==> config.mk <==
export PLATFORM = sky130hd
export DESIGN_NAME = mmio_uart_tx_flat
export DESIGN_NICKNAME = d
export VERILOG_FILES = /design/src/rtl/mmio_uart_tx_pkg.sv /design/src/rtl/mmio_uart_tx_if.sv /design/src/rtl/mmio_uart_tx_sync_fifo.sv /design/src/rtl/mmio_uart_tx.sv /design/src/flat_wrapper.sv
export SDC_FILE = /design/constraint.sdc
export NUM_CORES = 1
export LEC_CHECK = 0
export CORE_MARGIN = 2
export CORE_UTILIZATION = 54
export CTS_CLUSTER_DIAMETER = 120
export DETAILED_ROUTE_END_ITERATION = 8
export GPL_ROUTABILITY_DRIVEN = 0
export PLACE_DENSITY = 0.8
export SYNTH_ARGS = -nofsm -noshare
export SYNTH_HDL_FRONTEND = slang
export SYNTH_HIERARCHICAL = 1
export SYNTH_SLANG_ARGS = --single-unit
==> constraint.sdc <==
create_clock -name clock -period 4.15 [get_ports clock]
set_input_delay 0.415 -clock clock [delete_from_list [all_inputs] [get_ports clock]]
set_output_delay 0.415 -clock clock [all_outputs]
set_load 0.1 [all_outputs]
==> src/rtl/mmio_uart_tx_pkg.sv <==
// Shared definitions for the MMIO UART transmitter: register offsets, STATUS
// bit positions, shifter state encoding, plus the CPU ALU opcodes.
package mmio_uart_tx_pkg;

  typedef enum logic [3:0] {
    ALU_ADD  = 4'd0,
    ALU_SUB  = 4'd1,
    ALU_AND  = 4'd2,
    ALU_OR   = 4'd3,
    ALU_XOR  = 4'd4,
    ALU_SLL  = 4'd5,
    ALU_SRL  = 4'd6,
    ALU_SRA  = 4'd7,
    ALU_SLT  = 4'd8,
    ALU_SLTU = 4'd9
  } alu_op_t;

  localparam logic [1:0] OFF_TXDATA = 2'd0;
  localparam logic [1:0] OFF_STATUS = 2'd1;
  localparam logic [1:0] OFF_CLKDIV = 2'd2;
  localparam logic [1:0] OFF_RSVD   = 2'd3;

  localparam int ST_BUSY    = 0;
  localparam int ST_FULL    = 1;
  localparam int ST_EMPTY   = 2;
  localparam int ST_OVF     = 3;
  localparam int ST_CNT_LSB = 4;
  localparam int ST_CNT_MSB = 8;

  typedef enum logic [1:0] {
    S_IDLE  = 2'd0,
    S_START = 2'd1,
    S_DATA  = 2'd2,
    S_STOP  = 2'd3
  } tx_state_t;

  // A divider of zero is treated as one cycle per bit.
  function automatic logic [15:0] eff_div(input logic [15:0] d);
    return (d == 16'd0) ? 16'd1 : d;
  endfunction

endpackage

==> src/rtl/mmio_uart_tx_if.sv <==
// CPU data-port bus into the UART register window, plus shifter state for
// observation.
interface mmio_uart_tx_if;
  import mmio_uart_tx_pkg::*;

  // write_en is a one-cycle strobe that is always accepted (no ready); reads
  // are continuous and data_out reflects the address one cycle later.
  logic [31:0] address;
  logic [3:0]  width;
  logic        write_en;
  logic [31:0] data_in;
  logic [31:0] data_out;
  tx_state_t   state;

  modport master (output address, width, write_en, data_in,
                  input  data_out, state);
  modport slave  (input  address, width, write_en, data_in,
                  output data_out, state);
endinterface

==> src/rtl/mmio_uart_tx_sync_fifo.sv <==
// Synchronous first-word-fall-through FIFO; a push while full is accepted
// only when a pop happens in the same cycle.
module sync_fifo #(
  parameter int WIDTH = 8,
  parameter int DEPTH = 8
) (
  input  logic                   clk,
  input  logic                   rst_n,
  input  logic                   push,
  input  logic                   pop,
  input  logic [WIDTH-1:0]       din,
  output logic [WIDTH-1:0]       dout,
  output logic                   full,
  output logic                   empty,
  output logic [$clog2(DEPTH):0] count
);
  localparam int AW = $clog2(DEPTH);

  logic [WIDTH-1:0] mem [DEPTH];
  logic [AW-1:0]    rd_ptr, wr_ptr;
  logic             do_push, do_pop;

  assign full    = (count == (AW+1)'(DEPTH));
  assign empty   = (count == '0);
  assign do_pop  = pop && !empty;
  assign do_push = push && (!full || do_pop);
  assign dout    = mem[rd_ptr];

  always_ff @(posedge clk) begin
    if (do_push) mem[wr_ptr] <= din;
  end

  // Pointers wrap naturally because DEPTH is a power of two.
  always_ff @(posedge clk) begin
    if (!rst_n) begin
      rd_ptr <= '0;
      wr_ptr <= '0;
      count  <= '0;
    end else begin
      if (do_push) wr_ptr <= wr_ptr + 1'b1;
      if (do_pop)  rd_ptr <= rd_ptr + 1'b1;
      case ({do_push, do_pop})
        2'b10:   count <= count + 1'b1;
        2'b01:   count <= count - 1'b1;
        default: count <= count;
      endcase
    end
  end
endmodule

==> src/rtl/mmio_uart_tx.sv <==
// Memory-mapped UART transmitter: TXDATA/STATUS/CLKDIV registers, a byte
// FIFO and an 8N1 shifter with a programmable bit time.
module mmio_uart_tx
  import mmio_uart_tx_pkg::*;
#(
  parameter logic [31:0] BASE_ADDR  = 32'h0000_0400,
  parameter int          FIFO_DEPTH = 8,
  parameter logic [15:0] DIV_RESET  = 16'd16
) (
  input  logic          clock,
  input  logic          reset_n,
  mmio_uart_tx_if.slave bus,
  output logic          tx,
  output logic          irq
);
  localparam int CW = $clog2(FIFO_DEPTH) + 1;

  logic          sel, byte_ok;
  logic [1:0]    off;
  logic          push_req, pop, fifo_full, fifo_empty;
  logic [7:0]    fifo_dout;
  logic [CW-1:0] fifo_count;
  logic          ovf_q, ovf_set, ovf_clr, clkdiv_wr;
  logic [15:0]   clkdiv_q;
  logic [31:0]   rd_val;

  tx_state_t     state_q, state_d;
  logic [15:0]   bit_cnt_q, bit_cnt_d, reload;
  logic [2:0]    idx_q, idx_d;
  logic [7:0]    sh_q, sh_d;
  logic          tx_q, tx_d, boundary;

  assign sel     = (bus.address[31:4] == BASE_ADDR[31:4]);
  assign off     = bus.address[3:2];
  assign byte_ok = (bus.width == 4'd1) || (bus.width == 4'd4);

  assign push_req  = bus.write_en && sel && (off == OFF_TXDATA) && byte_ok;
  assign ovf_set   = push_req && fifo_full && !pop;
  assign ovf_clr   = bus.write_en && sel && (off == OFF_STATUS) && byte_ok && bus.data_in[ST_OVF];
  assign clkdiv_wr = bus.write_en && sel && (off == OFF_CLKDIV) && (bus.width == 4'd4);

  sync_fifo #(.WIDTH(8), .DEPTH(FIFO_DEPTH)) u_fifo (
    .clk   (clock),
    .rst_n (reset_n),
    .push  (push_req),
    .pop   (pop),
    .din   (bus.data_in[7:0]),
    .dout  (fifo_dout),
    .full  (fifo_full),
    .empty (fifo_empty),
    .count (fifo_count)
  );

  // A same-cycle overflow outranks a W1C clear.
  always_ff @(posedge clock) begin
    if (!reset_n) begin
      ovf_q    <= 1'b0;
      clkdiv_q <= DIV_RESET;
    end else begin
      if (ovf_set)      ovf_q <= 1'b1;
      else if (ovf_clr) ovf_q <= 1'b0;
      if (clkdiv_wr) clkdiv_q <= bus.data_in[15:0];
    end
  end

  always_comb begin
    rd_val = '0;
    if (sel && (bus.width == 4'd4)) begin
      case (off)
        OFF_STATUS: begin
          rd_val[ST_BUSY]                = (state_q != S_IDLE);
          rd_val[ST_FULL]                = fifo_full;
          rd_val[ST_EMPTY]               = fifo_empty;
          rd_val[ST_OVF]                 = ovf_q;
          rd_val[ST_CNT_MSB:ST_CNT_LSB]  = 5'(fifo_count);
        end
        OFF_CLKDIV: rd_val = {16'd0, clkdiv_q};
        default:    rd_val = '0;
      endcase
    end
  end

  always_ff @(posedge clock) begin
    if (!reset_n) bus.data_out <= '0;
    else          bus.data_out <= rd_val;
  end

  assign reload   = eff_div(clkdiv_q) - 16'd1;
  assign boundary = (bit_cnt_q == 16'd0);

  always_comb begin
    state_d   = state_q;
    bit_cnt_d = bit_cnt_q;
    idx_d     = idx_q;
    sh_d      = sh_q;
    tx_d      = tx_q;
    pop       = 1'b0;
    if ((state_q != S_IDLE) && !boundary) bit_cnt_d = bit_cnt_q - 16'd1;
    case (state_q)
      S_IDLE: begin
        tx_d = 1'b1;
        if (!fifo_empty) begin
          pop       = 1'b1;
          state_d   = S_START;
          tx_d      = 1'b0;
          sh_d      = fifo_dout;
          bit_cnt_d = reload;
        end
      end
      S_START: if (boundary) begin
        state_d   = S_DATA;
        tx_d      = sh_q[0];
        sh_d      = {1'b0, sh_q[7:1]};
        idx_d     = 3'd0;
        bit_cnt_d = reload;
      end
      S_DATA: if (boundary) begin
        bit_cnt_d = reload;
        if (idx_q == 3'd7) begin
          state_d = S_STOP;
          tx_d    = 1'b1;
        end else begin
          tx_d  = sh_q[0];
          sh_d  = {1'b0, sh_q[7:1]};
          idx_d = idx_q + 3'd1;
        end
      end
      S_STOP: if (boundary) begin
        if (!fifo_empty) begin
          pop       = 1'b1;
          state_d   = S_START;
          tx_d      = 1'b0;
          sh_d      = fifo_dout;
          bit_cnt_d = reload;
        end else begin
          state_d = S_IDLE;
          tx_d    = 1'b1;
        end
      end
      default: state_d = S_IDLE;
    endcase
  end

  always_ff @(posedge clock) begin
    if (!reset_n) begin
      state_q   <= S_IDLE;
      bit_cnt_q <= '0;
      idx_q     <= '0;
      sh_q      <= '0;
      tx_q      <= 1'b1;
    end else begin
      state_q   <= state_d;
      bit_cnt_q <= bit_cnt_d;
      idx_q     <= idx_d;
      sh_q      <= sh_d;
      tx_q      <= tx_d;
    end
  end

  assign tx        = tx_q;
  assign irq       = fifo_empty && (state_q == S_IDLE);
  assign bus.state = state_q;
endmodule

==> src/flat_wrapper.sv <==
// flat-port wrapper written by rule: the top's interface ports become plain ports
module mmio_uart_tx_flat import mmio_uart_tx_pkg::*;
#(
  parameter logic [31:0] BASE_ADDR  = 32'h0000_0400,
  parameter int          FIFO_DEPTH = 8,
  parameter logic [15:0] DIV_RESET  = 16'd16
)
  (clock, reset_n, tx, irq, bus_address, bus_width, bus_write_en, bus_data_in, bus_data_out, bus_state);
  mmio_uart_tx_if bus_i ();
  input  logic clock;
  input  logic reset_n;
  output logic tx;
  output logic irq;
  input wire logic [$bits(bus_i.address)-1:0] bus_address;
  input wire logic [$bits(bus_i.width)-1:0] bus_width;
  input wire logic [$bits(bus_i.write_en)-1:0] bus_write_en;
  input wire logic [$bits(bus_i.data_in)-1:0] bus_data_in;
  output wire logic [$bits(bus_i.data_out)-1:0] bus_data_out;
  output wire logic [$bits(bus_i.state)-1:0] bus_state;
  assign bus_i.address = bus_address;
  assign bus_i.width = bus_width;
  assign bus_i.write_en = bus_write_en;
  assign bus_i.data_in = bus_data_in;
  assign bus_data_out = bus_i.data_out;
  assign bus_state = bus_i.state;
  mmio_uart_tx #(.BASE_ADDR(BASE_ADDR), .FIFO_DEPTH(FIFO_DEPTH), .DIV_RESET(DIV_RESET)) u_core (.clock(clock), .reset_n(reset_n), .bus(bus_i), .tx(tx), .irq(irq));
endmodule
==> impl_metrics.csv <==
group,metric,value,unit
setup_path,worstSetupPathType,"flop to flop",
drt,drc_errors,0,
synthesis,synthFlopType,"dfxtp_1",
status,status,"finished clean",
worst_hold_path,min_path_type,"flop to flop",
drt,ant_nets,0,
clocking,numCtsBuffers,17,
sta,setup_tns,0,ns
setup_path,crit_fanout,10,
place,place_hpwl,10.02,mm
synthesis,yosys-top-cells-area,"edfxtp_1 28%, dfxtp_1 23%, mux4_2 5.3%",
pwr,p_comb_share,28.7,%
finish,design_area,8148,µm²
finish,finalNonFillerCells,842,
place,place_ws,0.7695,ns
clocking,clkSinkCount,140,
clocking,root_buffer,"clkbuf_16",
sta,max_freq,291.5,MHz
setup_path,end_kind,"flop",
synthesis,yosysTopAreaCell,"edfxtp_1",
setup_path,path_buf_inv,3,
pwr,power_leakage,2.884,nW
clocking,tritoncts,"done",
setup_path,startpoint_type,"flop",
sta,setup_violations,0,
sta,worstMarginPinSlew,1.058,ns
drt,vias,4896,
global_route,antenna_found_initial,0,
pwr,p_switching,1.487,mW
die,core-area,12110,µm²
global_route,gr-usage-met3,6.015,%
setup_path,max_stage_delay,0.42,ns
setup_path,crit_chain,"inv_1 > ha_1 > nor4b_1 > and4_1 > a31oi_1 > nor3_1 > buf_4 > o21ai_2 > or2_2 > inv_1 > ha_1 > a21oi_1 > nand2_1 > o31a_1 > nand4_1",
setup_path,crit_slowest_cell,"nor4b_1",
global_route,grtUsageMet1,28.96,%
clocking,hold_buffers,0,
clocking,clock_path_buffers,2,
place,placed_cell_area,7584,µm²
setup_path,cp.required,4.51,ns
finish,multi_input_area,3037,µm²
pwr,p_per_area,517.4,nW/µm²
drt,drt_first_pass_iters,5,
global_route,grt_max_degree,57,
synthesis,ys_ff_latch,140,
finish,seqCellArea,3443,µm²
sta,slew_viol_final,0,
clocking,cts_resized,0,
synthesis,postSynthCellCount,586,
clocking,htreeDepth,4,
die,die_y,115.9,µm
synthesis,async_reset_ff_share,0,%
finish,drive_gt1_share,13.95,%
global_route,grt_most_used_layer,"met2",
pwr,clkPwrFrac,33.9,%
global_route,grt_use_met2,37.58,%
synthesis,yosysUniqueCellTypes,70,
finish,fin_util,67.27,%
die,die_x,115.9,µm
synthesis,avgSynthCellArea,11.53,µm²
global_route,groute.usage.overall,22.52,%
finish,fill_cells,884,
drt,wl_per_cell,17.05,µm
place,dp.cells,810,
setup_path,cp_top_family,"simple AND/OR/NAND/NOR gates",
die,ioPinCount,107,
pwr,seqPwrFrac,37.4,%
synthesis,yosysTopAreaCellShare,28.43,%
finish,syn2layout_area_growth,20.55,%
die,start_util,55.81,%
die,rows,40,
sta,slew_headroom,29.38,%
pwr,ir_worst_vdd,0.0002763,V
sta,hold_viol_final,0,
drt,vias_per_cell,5.815,
sta,fin_crit_sh,82.67,%
clocking,worstSkewPairLatency,0.42,ns
drt,drtIter0Drc,382,
clocking,clk_pin_slew,0.07,ns
synthesis,synth-edff-count,64,
die,die_area,13430,µm²
synthesis,seq_area_frac_synth,50.94,%
sta,fin_skew,0.008515,ns
sta,rsz0062_at_grt,"false",
global_route,grt_pass1_wl,23.27,mm
sta,period_needed,3.431,ns
global_route,overflow,0,
sta,whs,0.4695,ns
sta,setup_slack,0.7190,ns
setup_path,critical_path_arrival,3.79,ns
pwr,power.total,4.216,mW
clocking,cts_setup_buffers,0,
pwr,internal_power,2.728,mW
drt,drt-total-wl,14.36,mm
synthesis,syn_area,6759,µm²
synthesis,ys_warn_count,6,
finish,fin_nets,749,
pwr,switching_share,35.28,%
run,max-cap-violations,0,
global_route,grt_pass1_vias,4708,
finish,n_antenna_cell,0,
place,port-buffer-count,72,
## synthesized netlist by cell type, types with 4 or more instances
cell type  count
a211oi_1       4
o22ai_1       16
mux4_2        16
mux2_2         8
dfxtp_1       76
nor4_1        12
nand4_1        9
inv_1         15
nor2b_1       19
a21oi_1       11
nor3_1        19
nor2_1        36
buf_2          7
o21ai_0       12
nand2_1       23
a21boi_0       6
ha_1          16
xnor2_1       13
clkbuf_1      16
nor4b_1        4
nand2b_1       6
or3_1          6
xor2_1        13
o211ai_1       4
and3_1         4
a22oi_1        8
nand3_1       17
edfxtp_1      64
buf_4         18
and2_1        15
o211a_1        7
mux2i_1       30
a31oi_1        5
## final timing paths
check,start,to,slack [ns],cells after the start
setup / recovery,u_core/bit_cnt_q[0],u_core/u_fifo/count[3],0.72,15
hold / removal,u_core/idx_q[1],u_core/idx_q[1],0.47,2
setup reg to reg,u_core/bit_cnt_q[0],u_core/u_fifo/count[3],0.72,15
hold reg to reg,u_core/idx_q[1],u_core/idx_q[1],0.47,2
## layer usage
layer / vias to the layer above / wire (µm)
met3: 16 / 779
met4: 0 / 184
met1: 2393 / 6173
met2: 165 / 7222
li1: 2322 / -
met5: - / 0
## flip-flops by register name (all words and copies together), names as in the netlist, named ones only
register and flops:
u_core/u_fifo/rd_ptr 3, u_core/bus.state 2, u_core/u_fifo/mem 64, u_core/ovf_q 1
u_core/u_fifo/count 4, u_core/bus.data_out 16, u_core/tx 1, u_core/idx_q 3
u_core/u_fifo/wr_ptr 3, u_core/bit_cnt_q 16, u_core/sh_q 8, u_core/clkdiv_q 16
## cells in the final DEF, fill, tap and decap left out, drive strengths merged, types with 19 or more instances in the layout
cell type	Yosys	layout
edfxtp	64	64
dfxtp	76	76
nand2	23	23
inv	15	23
clkdlybuf4s50	0	70
nor3	19	19
mux2i	30	30
nor2	36	36
nor2b	19	19
## cell families after synthesis
group | after synthesis | share of synthesized area, %
fa+ha+maj | 17 | 3.258
mux | 54 | 11.11
compound gates | 96 | 10.53
simple gates | 189 | 15.77
buf+inv | 63 | 4.961
xor+xnor | 26 | 3.369
flops | 140 | 50.94
other cells | 1 | 0.05548
## area by class of cell
class / instances / area share [%]
Timing Repair Buffer: 88 / 10.23
Tap cell: 168 / 2.580
Clock inverter: 14 / 1.536
Clock buffer: 18 / 5.390
Multi-Input combinational cell: 398 / 37.27
Inverter: 16 / 0.7371
Sequential cell: 140 / 42.26
## worst reg2reg max path: stages (launching register included)
cell	delay (ns)
dfxtp_1	0.33
inv_1	0.08
ha_1	0.19
nor4b_1	0.42
and4_1	0.29
a31oi_1	0.09
nor3_1	0.25
buf_4	0.24
o21ai_2	0.10
or2_2	0.32
inv_1	0.10
ha_1	0.28
a21oi_1	0.19
nand2_1	0.13
o31a_1	0.26
nand4_1	0.08
## power groups by stage
stage                     clock network [mW]  registers (mW)  logic (mW)
after global placement                     0            1.60        1.15
after detailed placement                   0            1.60        1.18
after CTS                               1.45            1.58        1.19
after floorplan                            0            1.62       0.907
after global routing                    1.51            1.59        1.32
final                                   1.43            1.58        1.21
Power figures use the tool's default switching activity.
